===== src/rtl/fir_mon_pkg.sv =====
// ----------------------------------------------------------------------------
// fir_mon_pkg : shared types, default widths and saturating add for the
//               FIR error monitor.  Revision: 1.0
// ----------------------------------------------------------------------------
`default_nettype none

package fir_mon_pkg;

   localparam int DW    = 16;
   localparam int CNT_W = 16;
   localparam int ACC_W = 40;
   localparam int SQ_W  = 56;

   typedef enum logic [1:0] {
      IDLE  = 2'd0,
      RUN   = 2'd1,
      DRAIN = 2'd2,
      DONE  = 2'd3
   } state_t;

   // Adds two unsigned values and clamps at the all-ones value of 'width' bits (width <= 64).
   function automatic logic [63:0] sat_add(input logic [63:0] acc,
                                           input logic [63:0] inc,
                                           input int unsigned width);
      logic [64:0] sum;
      logic [63:0] lim;
      lim = {64{1'b1}} >> (64 - width);
      sum = {1'b0, acc} + {1'b0, inc};
      if (sum > {1'b0, lim}) begin
         sat_add = lim;
      end else begin
         sat_add = sum[63:0];
      end
   endfunction

endpackage

`default_nettype wire


===== src/rtl/fir_error_monitor_abs_diff.sv =====
// ----------------------------------------------------------------------------
// fir_abs_diff : combinational signed difference and magnitude of two samples.
//                Revision: 1.0
// ----------------------------------------------------------------------------
`default_nettype none

module fir_abs_diff
   import fir_mon_pkg::*;
#(
   parameter int DW = fir_mon_pkg::DW
) (
   input  logic signed [DW-1:0] y_apx_i,
   input  logic signed [DW-1:0] y_ref_i,
   output logic signed [DW:0]   d_o,
   output logic        [DW-1:0] a_o
);

   // One extra bit makes the difference exact for every input pair.
   assign d_o = {y_apx_i[DW-1], y_apx_i} - {y_ref_i[DW-1], y_ref_i};
   assign a_o = d_o[DW] ? DW'(-d_o) : d_o[DW-1:0];

endmodule

`default_nettype wire


===== src/rtl/fir_error_monitor.sv =====
// ----------------------------------------------------------------------------
// fir_error_monitor : windowed error statistics between approximate and exact
//                     FIR outputs. Optional squared error via ERR_SQ_EN.
//                     Revision: 1.0
// ----------------------------------------------------------------------------
`default_nettype none

module fir_error_monitor
   import fir_mon_pkg::*;
#(
   parameter int DW    = fir_mon_pkg::DW,
   parameter int CNT_W = fir_mon_pkg::CNT_W,
   parameter int ACC_W = fir_mon_pkg::ACC_W,
   parameter int SQ_W  = fir_mon_pkg::SQ_W
) (
   input  logic                 clk,
   input  logic                 rstN,
   input  logic                 start,
   input  logic [CNT_W-1:0]     num_samples,
   input  logic                 valid_in,
   input  logic signed [DW-1:0] y_apx,
   input  logic signed [DW-1:0] y_ref,
   output logic                 busy,
   output logic                 done,
   output logic [ACC_W-1:0]     err_sum,
   output logic [DW-1:0]        err_max,
   output logic [CNT_W-1:0]     err_cnt,
   output logic [CNT_W-1:0]     sample_cnt
`ifdef ERR_SQ_EN
   ,
   output logic [SQ_W-1:0]      err_sq_sum
`endif
);

   state_t            state_q, state_d;
   logic [CNT_W-1:0]  num_q, num_d;
   logic [CNT_W-1:0]  rx_q, rx_d;
   logic [CNT_W-1:0]  rx_inc;
   logic              accept;

   logic              s1_vld_q;
   logic [DW-1:0]     s1_a_q;
   logic              s1_nz_q;

   logic [ACC_W-1:0]  sum_q, sum_d;
   logic [DW-1:0]     max_q, max_d;
   logic [CNT_W-1:0]  ecnt_q, ecnt_d;
   logic [CNT_W-1:0]  scnt_q, scnt_d;

   logic signed [DW:0] diff;
   logic [DW-1:0]      mag;

   fir_abs_diff #(.DW(DW)) u_abs_diff (
      .y_apx_i (y_apx),
      .y_ref_i (y_ref),
      .d_o     (diff),
      .a_o     (mag)
   );

`ifdef ERR_SQ_EN
   logic [2*DW-1:0]  sq;
   logic [2*DW-1:0]  s1_sq_q;
   logic [SQ_W-1:0]  sqsum_q, sqsum_d;

   // The full signed product is 2*DW+2 bits; a square of |d| <= 2^DW-1 always fits in 2*DW.
   assign sq = (2*DW)'($signed({{(DW+1){diff[DW]}}, diff}) * $signed({{(DW+1){diff[DW]}}, diff}));
`endif

   assign rx_inc = rx_q + CNT_W'(1);

   always_comb begin
      state_d = state_q;
      num_d   = num_q;
      rx_d    = rx_q;
      accept  = 1'b0;
      sum_d   = sum_q;
      max_d   = max_q;
      ecnt_d  = ecnt_q;
      scnt_d  = scnt_q;
`ifdef ERR_SQ_EN
      sqsum_d = sqsum_q;
`endif

      if (s1_vld_q) begin
         sum_d  = ACC_W'(sat_add(64'(sum_q), 64'(s1_a_q), ACC_W));
         max_d  = (s1_a_q > max_q) ? s1_a_q : max_q;
         ecnt_d = ecnt_q + CNT_W'(s1_nz_q);
         scnt_d = scnt_q + CNT_W'(1);
`ifdef ERR_SQ_EN
         sqsum_d = SQ_W'(sat_add(64'(sqsum_q), 64'(s1_sq_q), SQ_W));
`endif
      end

      unique case (state_q)
         IDLE: begin
            if (start) begin
               num_d  = num_samples;
               rx_d   = '0;
               sum_d  = '0;
               max_d  = '0;
               ecnt_d = '0;
               scnt_d = '0;
`ifdef ERR_SQ_EN
               sqsum_d = '0;
`endif
               state_d = (num_samples == '0) ? DONE : RUN;
            end
         end
         RUN: begin
            if (valid_in) begin
               accept = 1'b1;
               rx_d   = rx_inc;
               if (rx_inc == num_q) begin
                  state_d = DRAIN;
               end
            end
         end
         DRAIN:   state_d = DONE;
         DONE:    state_d = IDLE;
         default: state_d = IDLE;
      endcase
   end

   always_ff @(posedge clk) begin
      if (!rstN) begin
         state_q <= IDLE;
      end else begin
         state_q <= state_d;
      end
   end

   always_ff @(posedge clk) begin
      if (!rstN) begin
         num_q    <= '0;
         rx_q     <= '0;
         s1_vld_q <= 1'b0;
         s1_a_q   <= '0;
         s1_nz_q  <= 1'b0;
         sum_q    <= '0;
         max_q    <= '0;
         ecnt_q   <= '0;
         scnt_q   <= '0;
`ifdef ERR_SQ_EN
         s1_sq_q  <= '0;
         sqsum_q  <= '0;
`endif
      end else begin
         num_q    <= num_d;
         rx_q     <= rx_d;
         s1_vld_q <= accept;
         if (accept) begin
            s1_a_q  <= mag;
            s1_nz_q <= (diff != '0);
`ifdef ERR_SQ_EN
            s1_sq_q <= sq;
`endif
         end
         sum_q    <= sum_d;
         max_q    <= max_d;
         ecnt_q   <= ecnt_d;
         scnt_q   <= scnt_d;
`ifdef ERR_SQ_EN
         sqsum_q  <= sqsum_d;
`endif
      end
   end

   assign busy       = (state_q == RUN) || (state_q == DRAIN);
   assign done       = (state_q == DONE);
   assign err_sum    = sum_q;
   assign err_max    = max_q;
   assign err_cnt    = ecnt_q;
   assign sample_cnt = scnt_q;
`ifdef ERR_SQ_EN
   assign err_sq_sum = sqsum_q;
`endif

endmodule

`default_nettype wire


===== config.mk =====
export PLATFORM = sky130hd
export DESIGN_NAME = fir_error_monitor
export DESIGN_NICKNAME = d
export VERILOG_FILES = /design/src/rtl/fir_mon_pkg.sv /design/src/rtl/fir_error_monitor_abs_diff.sv /design/src/rtl/fir_error_monitor.sv
export SDC_FILE = /design/constraint.sdc
export NUM_CORES = 1
export LEC_CHECK = 0
export BUFFER_PORTS_ARGS = -buffer_cell sky130_fd_sc_hd__buf_2
export CORE_ASPECT_RATIO = 1.25
export CORE_MARGIN = 1.5
export CORE_UTILIZATION = 59
export CTS_BUF_LIST = sky130_fd_sc_hd__clkbuf_4 sky130_fd_sc_hd__clkbuf_8
export DETAILED_ROUTE_END_ITERATION = 6
export MAX_ROUTING_LAYER = met4
export PLACE_DENSITY = 0.87
export SYNTH_ARGS = -nofsm -noshare
export SYNTH_HDL_FRONTEND = slang
export SYNTH_SLANG_ARGS = --single-unit

===== constraint.sdc =====
create_clock -name clk -period 4.7 [get_ports clk]
set_input_delay 1.41 -clock clk [delete_from_list [all_inputs] [get_ports clk]]
set_output_delay 1.41 -clock clk [all_outputs]
set_load 0.01 [all_outputs]

* Word-level counts from Yosys, hierarchy flattened
Cells that the tools add are included.
** Operators by class
- Add/subtract/negate cells :: 6
- Multiply operators :: 0
- Divide/modulo/power cells :: 0
- $lt $le $gt $ge :: 2
- Eq/ne operators :: 7
- Shifts and indexed selects :: 0
- Muxes and demuxes :: 25
- Bitwise logic cells :: 0
- Reductions and logical operators :: 8
** Operator list (count)
- 16-bit two-way mux :: 13
- 40-bit two-way mux :: 4
- 40-bit by 16-bit adder with 41-bit output :: 1
- 41-bit by 40-bit greater-than comparator with 1-bit output, second input constant :: 1
- 16-bit by 1-bit adder with 16-bit output, second input constant :: 2
- 16-bit case mux with 2 select lines :: 1
- 17-bit nonzero test :: 1
- 16-bit by 16-bit subtractor with 17-bit output :: 1
- 16-bit by 1-bit adder with 16-bit output :: 1
- 16-bit equality test :: 1
- 16-bit greater-than comparator :: 1
- 16-bit zero test :: 1
- 16-bit negation :: 1
- 2-bit two-way mux :: 4
- 2-bit case mux with 4 select lines :: 1
- 2-bit != test, second input constant :: 3
- 3-bit AND reduction :: 2
- 2-bit equality test, second input constant :: 2
- 2-bit by 1-bit equality test with 1-bit output, second input constant :: 1
- 2-bit zero test :: 1
- 1-bit two-way mux :: 2
- 2-bit AND reduction :: 1
- 2-bit nonzero test :: 1
- 1-bit logical OR :: 1
** Storage, ports and cells
- Bits in registers :: 140
- Latch bits :: 0
- Bits in writable memories :: 0
- Memory bits (read-only) :: 0
- Output and inout bits :: 90
- Memories kept :: 0

* Depth between registers and ports, before layout
- Word-level depth :: 6
- Depth in mapped cells :: 13
- Gate-level depth less buffers :: 13

* Modules after synthesis
From an unflattened synthesis, not the netlist that was laid out.
** Unflattened totals
- Cell total of the unflattened synthesis :: 1107
- Area total of the unflattened synthesis :: 8763.4 um^2
** By module, submodules not included
- fir_error_monitor :: instances 1, cells each 928, area each 7534.7 um^2, seq. area each 2802.7 um^2
- fir_abs_diff :: instances 1, cells each 179, area each 1228.7 um^2, seq. area each 0.0 um^2

* Worst setup path before layout
OpenSTA, ideal clock, no wires.
- Kind :: input to register
- Start point :: in y_apx[0]
- End point :: reg s1_a_q[15]
- Data arrival time :: 3.993 ns
- Required time :: 4.580 ns
- Setup slack :: 0.586 ns
- Cell stages on the path :: 13
- Path buffers :: 0
- Cell sequence :: inv_1 > ha_1 > inv_1 > fa_1 > a21o_1 > a221oi_4 > or2_1 > a41oi_1 > or3b_2 > a211oi_1 > nand3_1 > o21ai_0 > nor3_1
** Between the ends
- Word-level cells in the longest chain between the ends :: 3
** Ends and longest elaborated chain
- start, declared :: line fir_error_monitor.sv:21 : input logic signed [DW-1:0] y_apx,
- 16-bit by 16-bit subtractor with 17-bit output (*) :: line fir_error_monitor_abs_diff.sv:19 : assign d_o = {y_apx_i[DW-1], y_apx_i} - {y_ref_i[DW-1], y_ref_i};
- 16-bit negation :: line fir_error_monitor_abs_diff.sv:20 : assign a_o = d_o[DW] ? DW'(-d_o) : d_o[DW-1:0];
- 16-bit two-way mux (*) :: line fir_error_monitor_abs_diff.sv:20
- end signal, assigned :: line fir_error_monitor.sv:152 : s1_a_q <= mag;
- end, declared :: line fir_error_monitor.sv:42 : logic [DW-1:0] s1_a_q;
Every way passes the cells marked *; elsewhere a longest branch is shown, timed or not.
A chain may end at the register's enable or synchronous reset.

* Worst setup path after layout
Ends and elaborated chain as after synthesis.

==> results.json <==
{
  "clock_path_buffers": 2,
  "yosys.area_share.simple_pct": 22.0,
  "ys_async_sr_fraction_pct": 0,
  "rows": 48,
  "cp-start-kind": "input port",
  "tns_ps": 0,
  "ff_latch_area_mm2": 0.00280,
  "synth_xor_area_share_pct": 9.45,
  "worst_pin_slew_ps": 1060,
  "cp_data_required_time_ps": 5040,
  "synth_mux_area_share_pct": 3.60,
  "ff2ff_path_depth": 12,
  "dp_hpwl_mm": 14.8,
  "routed_via_density": 5.87,
  "drc": 0,
  "layout_commonest_cell": "buf_2",
  "min_path_type": "reg2reg",
  "vias": 8095,
  "final_nets": 1302,
  "power_uw": 3420,
  "period_minus_slack_ps": 4010,
  "clock-sinks": 140,
  "cts.htree.levels": 4,
  "p_leak_uw": 0.00418,
  "rsz0062_at_grt": "no",
  "setup_violations": 0,
  "antenna_cells": 0,
  "cts_buffers": 17,
  "r2r-start": "s1_a_q[0]",
  "postRouteWirelength_mm": 20.1,
  "die_x_um": 110,
  "cts_tree": "built",
  "fin_crit_sh_pct": 85.3,
  "path_class": "in2reg",
  "layout-drive-gt1-share_pct": 16.5,
  "yosys.area_share.adder_pct": 8.99,
  "r2r_slack_ps": 970,
  "fp.dieH_um": 137,
  "post_cts_buffers": 0,
  "ys_seq_area_share_pct": 32.9,
  "die-area_mm2": 0.0152,
  "syn_area_per_cell_um2": 8.00,
  "io_buffers": 141,
  "dr.pass1.iters": 5,
  "p_per_area_mw_per_mm2": 350,
  "io_pins": 142,
  "crit_end": "s1_a_q[15]",
  "vdd_drop_max_uv": 269,
  "slew_viol_final": 0,
  "clk_pin_slew_ps": 90,
  "synth.cell_area_mm2": 0.00852,
  "wl_per_cell_um": 14.6,
  "gp_congestion": 0.865,
  "grt_pass1_vias": 7376,
  "clock.fmax_ghz": 0.249,
  "synth_top_family_by_area": "simple AND/OR/NAND/NOR gates",
  "slew_headroom_pct": 29.2,
  "final_util_pct": 70.1,
  "grt_max_degree": 89,
  "r2r_end": "err_sum[23]",
  "post-place-ws_ps": 217,
  "final_antenna_net_count": 0,
  "synth_edf_count": 0,
  "hold_viol": 0,
  "fillers": 1136,
  "critPathCaptureType": "register",
  "fin_ws_ps": 691,
  "hp-start": "num_q[10]",
  "arrival_ps": 4350,
  "mostFrequentLayoutCells": "buf_2 (141), dfxtp_1 (140), nor2_1 (108)",
  "drt_iter0_drc": 576,
  "yosys.cell_types.count": 74,
  "post_dp_cell_area_mm2": 0.00934,
  "max_cap_viol_count": 0,
  "final_area_mm2": 0.00977,
  "cts_resized": 0,
  "crit_fanout": 4,
  "synthesis.yosys.warnings": 0,
  "grt_pass1_wl_mm": 33.0,
  "fin_skew_ps": 13.0,
  "start_util_pct": 61.1,
  "antenna_found_initial": 0,
  "startpoint": "y_apx[0]",
  "grt.total_usage_pct": 26.8,
  "overflow": 0,
  "multi_input_area_mm2": 0.00534,
  "worstSkewPairLatency_ps": 450,
  "area_growth_pct": 14.7,
  "outcome": "finished, final reports clean",
  "ctsHoldBuffers": 0,
  "synthFlopType": "dfxtp_1",
  "syn_inst": 1064,
  "root_buffer": "clkbuf_8",
  "ys_ff_latch": 140,
  "synth-compound-area-share_pct": 18.5,
  "syn_nets": 1176,
  "core_mm2": 0.0139
}
state kept, by name, indices dropped and copies added, names as in the netlist:
| name | flops |
|---|---|
| num_q | 16 |
| err_cnt | 16 |
| err_max | 16 |
| sample_cnt | 16 |
| s1_a_q | 16 |
| err_sum | 40 |
| s1_nz_q | 1 |
| s1_vld_q | 1 |
| rx_q | 16 |
| state_q | 2 |
power breakdown:
| group | total (uW) | internal [uW] | leakage [uW] | switching [uW] |
|---|---|---|---|---|
| combinational | 1010 | 392 | 0.00284 | 617 |
| clock | 1060 | 550 | 0.000205 | 510 |
| sequential | 1350 | 1260 | 0.00113 | 93.0 |
synth_stat cells, types with 3 or more instances:
cell | instances | share of area (%)
dfxtp_1 | 140 | 33
nor2_1 | 108 | 4.8
nand2_1 | 107 | 4.7
a21oi_1 | 100 | 5.9
inv_1 | 59 | 2.6
ha_1 | 58 | 8.5
xor2_1 | 50 | 5.1
o21ai_0 | 48 | 2.8
nand3_1 | 43 | 2.5
xnor2_1 | 40 | 4.1
clkbuf_1 | 29 | 1.3
mux2i_1 | 28 | 3.3
nor3_1 | 25 | 1.5
and3_1 | 22 | 1.6
a211oi_1 | 20 | 1.8
a31oi_1 | 17 | 1.2
nand4_1 | 15 | 1.1
nor4_1 | 15 | 1.1
nand2b_1 | 9 | 0.66
nor2b_1 | 9 | 0.66
a21o_1 | 8 | 0.71
and2_1 | 8 | 0.59
a311oi_1 | 6 | 0.62
and4_1 | 6 | 0.62
buf_2 | 6 | 0.35
o21bai_1 | 6 | 0.53
or3_1 | 6 | 0.44
buf_1 | 5 | 0.22
o211ai_1 | 4 | 0.35
o21a_1 | 4 | 0.35
a22oi_1 | 3 | 0.26
a41oi_1 | 3 | 0.31
nor3b_1 | 3 | 0.26
o22ai_1 | 3 | 0.22
or2_2 | 3 | 0.22
area by class of cell:
| cell class | count | area share [%] |
|---|---|---|
| multi-input cells | 824 | 54.7 |
| repair buffers | 147 | 7.69 |
| well taps | 175 | 2.24 |
| flip-flops and latches | 140 | 28.7 |
| clock inverters | 14 | 1.88 |
| inverters | 60 | 2.31 |
| clock buffers | 18 | 2.54 |
worst max-delay path: stages:
cell	delay, ps
buf_2	90
inv_1	40
ha_1	180
inv_1	60
fa_1	410
a21o_1	230
a221oi_4	330
or2_1	180
a41oi_1	220
or3b_2	500
a211oi_1	360
nand3_1	110
o21ai_0	160
nor3_1	70
metrics by stage:
step	cells	hold WS, ps
CTS	1378	477
finish	1378	475
detailed placement	1346	464
global route	1378	500
global placement	1346	458
floorplan	1064	448
metal layers:
layer / GRT usage (%) / vias up / wire length [um]
met2: 47.7 / 233 / 9970
met5: - / - / 0
met4: 8.97 / 0 / 389
li1: - / 4031 / -
met1: 30.6 / 3799 / 8710
met3: 4.80 / 32 / 1000
logic make-up after synthesis:
logic type                 Yosys count
AOI/OAI and AO/OA                  251
xor gates and xnor gates            91
adders and majority gates           60
buffers and inverters              100
DFF                                140
muxes                               30
and+or+nand+nor                    392
how the worst min path moves through the flow:
stage               cells after the start         to  slack, ps
finish                                  2  num_q[10]        480
global route                            2   num_q[3]        500
floorplan                               2  num_q[14]        450
CTS                                     2  num_q[11]        480
detailed placement                      2  num_q[11]        460
global placement                        2   num_q[5]        460
Note: power is estimated with default switching activity, not from simulation.
